<file path="config.mk">
export PLATFORM = sky130hd
export DESIGN_NAME = in_out_control
export DESIGN_NICKNAME = d
export VERILOG_FILES = /design/src/rtl/io_ctrl_pkg.sv /design/src/rtl/in_out_control.sv
export SDC_FILE = /design/constraint.sdc
export NUM_CORES = 1
export LEC_CHECK = 0
export BUFFER_PORTS_ARGS = -buffer_cell sky130_fd_sc_hd__buf_2
export CORE_MARGIN = 8
export CORE_UTILIZATION = 40
export CTS_BUF_LIST = sky130_fd_sc_hd__clkbuf_16
export CTS_CLUSTER_DIAMETER = 150
export DETAILED_ROUTE_END_ITERATION = 12
export PLACE_DENSITY = 0.64
export REMOVE_ABC_BUFFERS = 1
export SLEW_MARGIN = 20
export SYNTH_ARGS = -nofsm -noshare
export SYNTH_HDL_FRONTEND = slang
export SYNTH_SLANG_ARGS = --single-unit
</file>
<file path="constraint.sdc">
create_clock -name clk -period 2.6 [get_ports clk]
set_input_delay 0.52 -clock clk [delete_from_list [all_inputs] [get_ports clk]]
set_output_delay 0.52 -clock clk [all_outputs]
set_load 0.02 [all_outputs]
</file>
<file path="src/rtl/io_ctrl_pkg.sv">
// Shared types and constants for the switch/key driven memory access sequencer.
package io_ctrl_pkg;

    localparam int unsigned ADDR_W  = 25;
    localparam int unsigned DATA_W  = 16;
    localparam int unsigned SW_W    = 9;
    localparam int unsigned STATE_W = 13;
    localparam int unsigned MODE_W  = 2;

    // Enum values are the bit positions used in the one-hot debug view
    typedef enum logic [3:0] {
        IDLE       = 4'd0,
        READ_ST0   = 4'd1,
        READ_ST1   = 4'd2,
        READ_ST2   = 4'd3,
        READ_WAIT  = 4'd4,
        READ_DONE  = 4'd5,
        WRITE_ST0  = 4'd6,
        WRITE_ST1  = 4'd7,
        WRITE_ST2  = 4'd8,
        WRITE_ST3  = 4'd9,
        WRITE_ST4  = 4'd10,
        WRITE_WAIT = 4'd11,
        WRITE_DONE = 4'd12
    } state_e;

    localparam logic [MODE_W-1:0] MODE_NONE  = 2'b00;
    localparam logic [MODE_W-1:0] MODE_READ  = 2'b01;
    localparam logic [MODE_W-1:0] MODE_WRITE = 2'b10;

    function automatic logic [MODE_W-1:0] mode_for(input state_e s);
        case (s)
            READ_WAIT:  mode_for = MODE_READ;
            WRITE_WAIT: mode_for = MODE_WRITE;
            default:    mode_for = MODE_NONE;
        endcase
    endfunction

endpackage

</file>
<file path="src/rtl/in_out_control.sv">
// Operator sequencer: collects address/data chunks from switches on key1,
// issues a read or write to the memory controller and shows the result.
module in_out_control
    import io_ctrl_pkg::*;
(
    input  logic                clk,
    input  logic                reset,
    input  logic                key0_pulse,
    input  logic                key1_pulse,
    input  logic [SW_W-1:0]     sw,
    input  logic                memDone,
    input  logic [DATA_W-1:0]   read_data,
    output logic [MODE_W-1:0]   modeOutput,
    output logic [ADDR_W-1:0]   memoryAddress,
    output logic [DATA_W-1:0]   write_data,
    output logic [DATA_W-1:0]   displayData,
    output logic                ioDone,
    output logic [STATE_W-1:0]  out_state
);

    state_e              state, state_d;
    logic [ADDR_W-1:0]   addr_d;
    logic [DATA_W-1:0]   wdata_d;
    logic [DATA_W-1:0]   rdata_q, rdata_d;
    logic                first_wait;
    logic                in_wait_c;
    logic                abort_c;

    always_ff @(posedge clk) begin
        if (reset) begin
            state         <= IDLE;
            memoryAddress <= '0;
            write_data    <= '0;
            rdata_q       <= '0;
            first_wait    <= 1'b0;
            modeOutput    <= MODE_NONE;
            ioDone        <= 1'b0;
            out_state     <= STATE_W'(1);
        end else begin
            state         <= state_d;
            memoryAddress <= addr_d;
            write_data    <= wdata_d;
            rdata_q       <= rdata_d;
            // memDone is not trusted on the first WAIT cycle
            first_wait    <= (state_d == READ_WAIT || state_d == WRITE_WAIT) && !in_wait_c;
            modeOutput    <= mode_for(state_d);
            ioDone        <= (state_d == READ_DONE) || (state_d == WRITE_DONE);
            out_state     <= STATE_W'(1) << state_d;
        end
    end

    // Next-state and chunk-latch decode
    always_comb begin
        state_d   = state;
        addr_d    = memoryAddress;
        wdata_d   = write_data;
        rdata_d   = rdata_q;
        in_wait_c = (state == READ_WAIT) || (state == WRITE_WAIT);
        abort_c   = key0_pulse && key1_pulse && !in_wait_c;

        if (abort_c) begin
            state_d = IDLE;
        end else begin
            case (state)
                IDLE: if (key0_pulse) state_d = sw[8] ? WRITE_ST0 : READ_ST0;
                READ_ST0: if (key1_pulse) begin
                    addr_d[7:0] = sw[7:0];
                    state_d     = READ_ST1;
                end
                READ_ST1: if (key1_pulse) begin
                    addr_d[15:8] = sw[7:0];
                    state_d      = READ_ST2;
                end
                READ_ST2: if (key1_pulse) begin
                    addr_d[24:16] = sw[8:0];
                    state_d       = READ_WAIT;
                end
                READ_WAIT: if (!first_wait && memDone) begin
                    rdata_d = read_data;
                    state_d = READ_DONE;
                end
                READ_DONE: if (key0_pulse) state_d = IDLE;
                WRITE_ST0: if (key1_pulse) begin
                    addr_d[7:0] = sw[7:0];
                    state_d     = WRITE_ST1;
                end
                WRITE_ST1: if (key1_pulse) begin
                    addr_d[15:8] = sw[7:0];
                    state_d      = WRITE_ST2;
                end
                WRITE_ST2: if (key1_pulse) begin
                    addr_d[24:16] = sw[8:0];
                    state_d       = WRITE_ST3;
                end
                WRITE_ST3: if (key1_pulse) begin
                    wdata_d[7:0] = sw[7:0];
                    state_d      = WRITE_ST4;
                end
                WRITE_ST4: if (key1_pulse) begin
                    wdata_d[15:8] = sw[7:0];
                    state_d       = WRITE_WAIT;
                end
                WRITE_WAIT: if (!first_wait && memDone) state_d = WRITE_DONE;
                WRITE_DONE: state_d = IDLE;
                default:    state_d = IDLE;
            endcase
        end
    end

    // Display source follows the registered state; entry states show live switches
    always_comb begin
        displayData = '0;
        case (state)
            READ_ST0, READ_ST1, READ_ST2,
            WRITE_ST0, WRITE_ST1, WRITE_ST2,
            WRITE_ST3, WRITE_ST4:   displayData = DATA_W'(sw);
            WRITE_WAIT, WRITE_DONE: displayData = write_data;
            READ_WAIT, READ_DONE:   displayData = rdata_q;
            default:                displayData = '0;
        endcase
    end

endmodule

</file>
Yosys cells after proc, flatten, opt, wreduce, memory -nomap -nowiden
Cells that the tools add are included.
{ "classes": {"eq_ne": 16, "shifts": 1, "n_mux": 17, "bitwise": 1, "n_reduce_logical": 22} }
{ "ops": {"columns": ["operator", "count"], "rows": [
  ["$mux W4", 13],
  ["$pmux W16 S3", 1],
  ["$pmux W4 S12", 1],
  ["$eq A4 B4 Y1 const B", 7],
  ["$eq A4 B3 Y1 const B", 6],
  ["$reduce_and A3 Y1", 6],
  ["$shl A1 B4 Y13 const A", 1],
  ["$reduce_or A2 Y1", 5],
  ["$eq A4 B2 Y1 const B", 2],
  ["$reduce_or A8 Y1", 1],
  ["$eq A4 B1 Y1 const B", 1],
  ["$logic_and A1 B1 Y1", 4],
  ["$logic_not A4 Y1", 1],
  ["$pmux W2 S2", 1],
  ["$logic_or A1 B1 Y1", 3],
  ["$mux W3", 1],
  ["$logic_not A1 Y1", 2],
  ["$not A1 Y1", 1]
]} }
{ "totals": {"reg_bits": 78, "inputBits": 30, "out_inout_bits": 73, "wordCells": 68} }

Depth between registers and ports, before layout
{ "depth": {"word_depth": 8, "ltp_mapped": 8, "depth_no_buf": 5} }

Worst setup path before layout
Ideal clock, no wire load.
{ "synth_path": {"path_kind": "input to register", "startpoint": "input key0_pulse", "endpoint": "register out_state[0]", "setup_ps": 85, "t_arrival_ps": 2084, "t_required_ps": 2515, "slack_ps": 431, "cell_stages": 6, "n_path_buf": 1, "path_cell_list": "clkbuf_1 -> mux2i_1 -> and3_1 -> or4_4 -> or3b_4 -> o31ai_2"} }
{ "synth_via": {"elab_chain_cells": 4, "word_cells_on_any_way": 7, "cone_classes": "1 x shift; 4 x mux; 2 x reduce/logical"} }
{ "synth_rtl": {"columns": ["element", "line", "source"], "rows": [
  ["start, declared", "in_out_control.sv:8", "input logic key0_pulse,"],
  ["$mux W4, or another cell as far along", "in_out_control.sv:82", "READ_DONE: if (key0_pulse) state_d = IDLE;"],
  ["$pmux W4 S12 / $logic_and A1 B1 Y1 (equally long branches)", "in_out_control.sv:64, in_out_control.sv:59", null],
  ["$mux W4 *", "in_out_control.sv:61", "if (abort_c) begin"],
  ["$shl A1 B4 Y13 *", "in_out_control.sv:48", "out_state <= STATE_W'(1) << state_d;"],
  ["end signal, assigned", "in_out_control.sv:48", null],
  ["end, declared", "in_out_control.sv:18", "output logic [STATE_W-1:0] out_state"]
]} }
Mark *: on every way between the ends. The rest lies on a longest branch, timed or not.
A chain may end at the register's enable or synchronous reset.

Worst setup path in the final report
{ "layout_path": {"startpoint": "register state[2]", "endpoint": "output displayData[0]"} }
{ "layout_via": {"elab_chain_cells": 3, "word_cells_on_any_way": 16, "cone_classes": "12 x eq/ne; 1 x mux; 3 x reduce/logical"} }
{ "layout_rtl": {"columns": ["element", "line", "source"], "rows": [
  ["start, declared", "in_out_control.sv:21", "state_e state, state_d;"],
  ["start signal, assigned", "in_out_control.sv:40", "state <= state_d;"],
  ["$eq A4 B1 Y1, or another cell as far along", "in_out_control.sv:113", "case (state)"],
  ["$reduce_or A8 Y1 / $reduce_or A2 Y1 (equally long branches)", "in_out_control.sv:113", null],
  ["$pmux W16 S3 *", "in_out_control.sv:113", null],
  ["end, declared", "in_out_control.sv:16", "output logic [DATA_W-1:0] displayData,"]
]} }
Marks and branches as above.

==> flow_summary.ini <==
[routing]
drt-initial-drc-count = 188
route.detailed.drc = 0
num_vias = 2943
routedWlPerCell_um = 16.4
totalWireLength_um = 9340
ant_nets = 0
routed_via_density = 5.18
firstDrtPassIters = 5

[clock_network]
post-cts-setup-buffers = 0
cts_buffers = 9
cts.clk_slew.worst_paths_ps = 60
tritoncts = built
htree_levels = 3
cts-root-buf = clkbuf_16
clock-sinks = 78
hold_buffers = 0
clk_path_buf_depth = 2
clk_latency_ps = 340

[logic_synthesis]
synthArstFlopShare_pct = 0
ys_seq_elements = 78
ys_types = 46
synthTopCellsByArea = dfxtp_1 (48%), mux2i_1 (13%), nor2_1 (6.9%)
ys_seq_area_share_pct = 47.6
synth_edf_count = 0
syn_inst = 362
ys.flop_type = dfxtp_1
synth_top_area_share_pct = 47.6
syn-cell-area_sq_um = 3280
syn_area_per_cell_sq_um = 9.06
yosys_warnings = 0
synth_top_area_cell = dfxtp_1

[placed_design]
placed_cell_area_sq_um = 3880
hpwl_um = 6660
io_buffer_count = 102
routabilityCongestion = 0.842

[hold_path]
hold_path_startpoint = read_data[12]
min_delay_path_depth = 3
hold_path_end = rdata_q[12]
hold_path.class = primary input to flop

[worst_setup_path]
crit_path_max_fanout = 16
end_kind = output pin
crit_required_ps = 2080
worstPathArrival_ps = 1930
rr_worst_depth = 6
r2r_setup_slack_ps = 430
worstSetupPathType = flop to output pin
cp-start-kind = flop
r2r-end = out_state[0]
r2r_start = state[1]

[timing]
period_needed_ps = 2450
worstMarginPinSlew_ps = 718
rsz0062_at_grt = no
finalSetupTns_ps = 0
max_slew_margin_pct = 51.6
slew_violations = 0
hold_viol_final = 0
fin_skew_ps = 9.93
final.period_utilization_pct = 94.1
fmax_mhz = 409
setup_viol = 0

[power_and_ir_drop]
irDropWorstVdd_uv = 447
powerDensity_nw_per_um2 = 715
power_mw = 2.98
power.leakage_nw = 2.17

[die]
die_w_um = 107
ios = 103
die_h_um = 107
initial_core_util_pct = 40.5
row_count = 33
core_sq_um = 8090
die-area_sq_um = 11400

[cells_and_area]
syn_to_final_growth_pct = 27.2
fin_area_sq_um = 4170
drive_gt1_share_pct = 30.9
num-nets-final = 488
fillers = 804
layout_commonest_cell = buf_2
antenna_cells = 0
final_cell_mix = buf_2 (102), dfxtp_1 (75), nor2_1 (60), mux2i_1 (44), nand2_1 (38)

[grt]
overflow = 0
grt_pass1_wl_um = 14900
grt_max_degree = 50
grt_use_total_pct = 16.5
first_global_vias = 2841
antenna_found_initial = 0

[status]
status = finished clean

[job]
drv_cap = 0
-- worst max path at each step --
stage / end / from / cells past startpoint / slack (ps)
2_1_floorplan: out_state[0] / state[1] / 5 / 410
6_report: displayData[0] / state[2] / 7 / 150
3_5_place_dp: displayData[8] / state[3] / 5 / 250
4_1_cts: displayData[0] / state[2] / 7 / 20
3_3_place_gp: out_state[0] / memDone / 6 / 300
5_1_grt: displayData[7] / state[0] / 7 / 40
-- sequential cells by signal, summed over array words and instances, names as in the netlist --
register       flops
write_data        16
ioDone             1
memoryAddress     25
state              4
out_state         13
modeOutput         2
first_wait         1
rdata_q           16
-- final cells by class --
cell class / count / area (sq um) / area share [%]
Multi-Input combinational cell: 248 / 1580 / 37.8
Sequential cell: 78 / 1570 / 37.5
Timing Repair Buffer: 110 / 583 / 14.0
Clock buffer: 9 / 225 / 5.40
Tap cell: 105 / 131 / 3.15
Clock inverter: 7 / 50.0 / 1.20
Inverter: 11 / 41.3 / 0.990
-- synth_stat cells, types with 3 or more instances --
cell,instances
buf_2,5
a22o_1,7
nand3_1,5
dfxtp_1,78
nand2b_1,5
nor3_1,6
o21ai_0,6
a21oi_1,24
and2_1,3
nor2_1,60
nand2_1,38
nor2b_1,3
inv_1,11
mux2i_1,44
clkbuf_1,17
a222oi_1,9
-- per-stage QoR --
| step | hold slack (ps) | utilization [%] | std cells | worst slack (ps) |
|---|---|---|---|---|
| finish | 418 | 51.6 | 568 | 153 |
| floorplan | 430 | - | 337 | 409 |
| global route | 420 | 51.6 | 568 | 40.5 |
| detailed placement | 451 | 47.9 | 552 | 254 |
| global placement | 443 | 47.9 | 552 | 303 |
| CTS | 415 | 51.4 | 568 | 15.3 |
-- what timing repair did --
action                     in CTS  in global routing
resized for setup               3                  4
setup endpoints to repair       9                  9
pin swaps                       0                  1
-- critical path, stage by stage (launching register included) --
cell      delay (ps)
dfxtp_2          410
nand2b_4         170
nor2_1            40
o21a_1           210
buf_12           160
a222oi_1         370
inv_1             70
buf_2            160
-- routing by layer --
metal | vias to the layer above | share of wire, % | GRT usage (%)
met5 | - | 0 | 0
li1 | 1451 | - | -
met4 | 0 | 1.7 | 5.83
met1 | 1361 | 44 | 20.1
met2 | 121 | 46 | 25.6
met3 | 10 | 8.6 | 7.08
-- report_power, final --
part | leakage (nW) | switching [mW] | internal [mW] | total (mW)
Clock | 0.141 | 0.514 | 0.651 | 1.16
Combinational | 1.40 | 0.341 | 0.200 | 0.542
Sequential | 0.632 | 0.0337 | 1.24 | 1.28
-- cells by family (layout without fill, tap and decap cells) --
kind of cell              after synthesis  count (layout)  synth area share, %
buffers and inverters                  36             137                 4.77
muxes                                  44              44                 13.4
DFF                                    78              78                 47.6
xor gates and xnor gates                1               1                0.267
and+or+nand+nor                       143             143                 20.9
AOI/OAI and AO/OA                      60              60                 13.0
No activity file was read; power rests on OpenSTA's default activity.
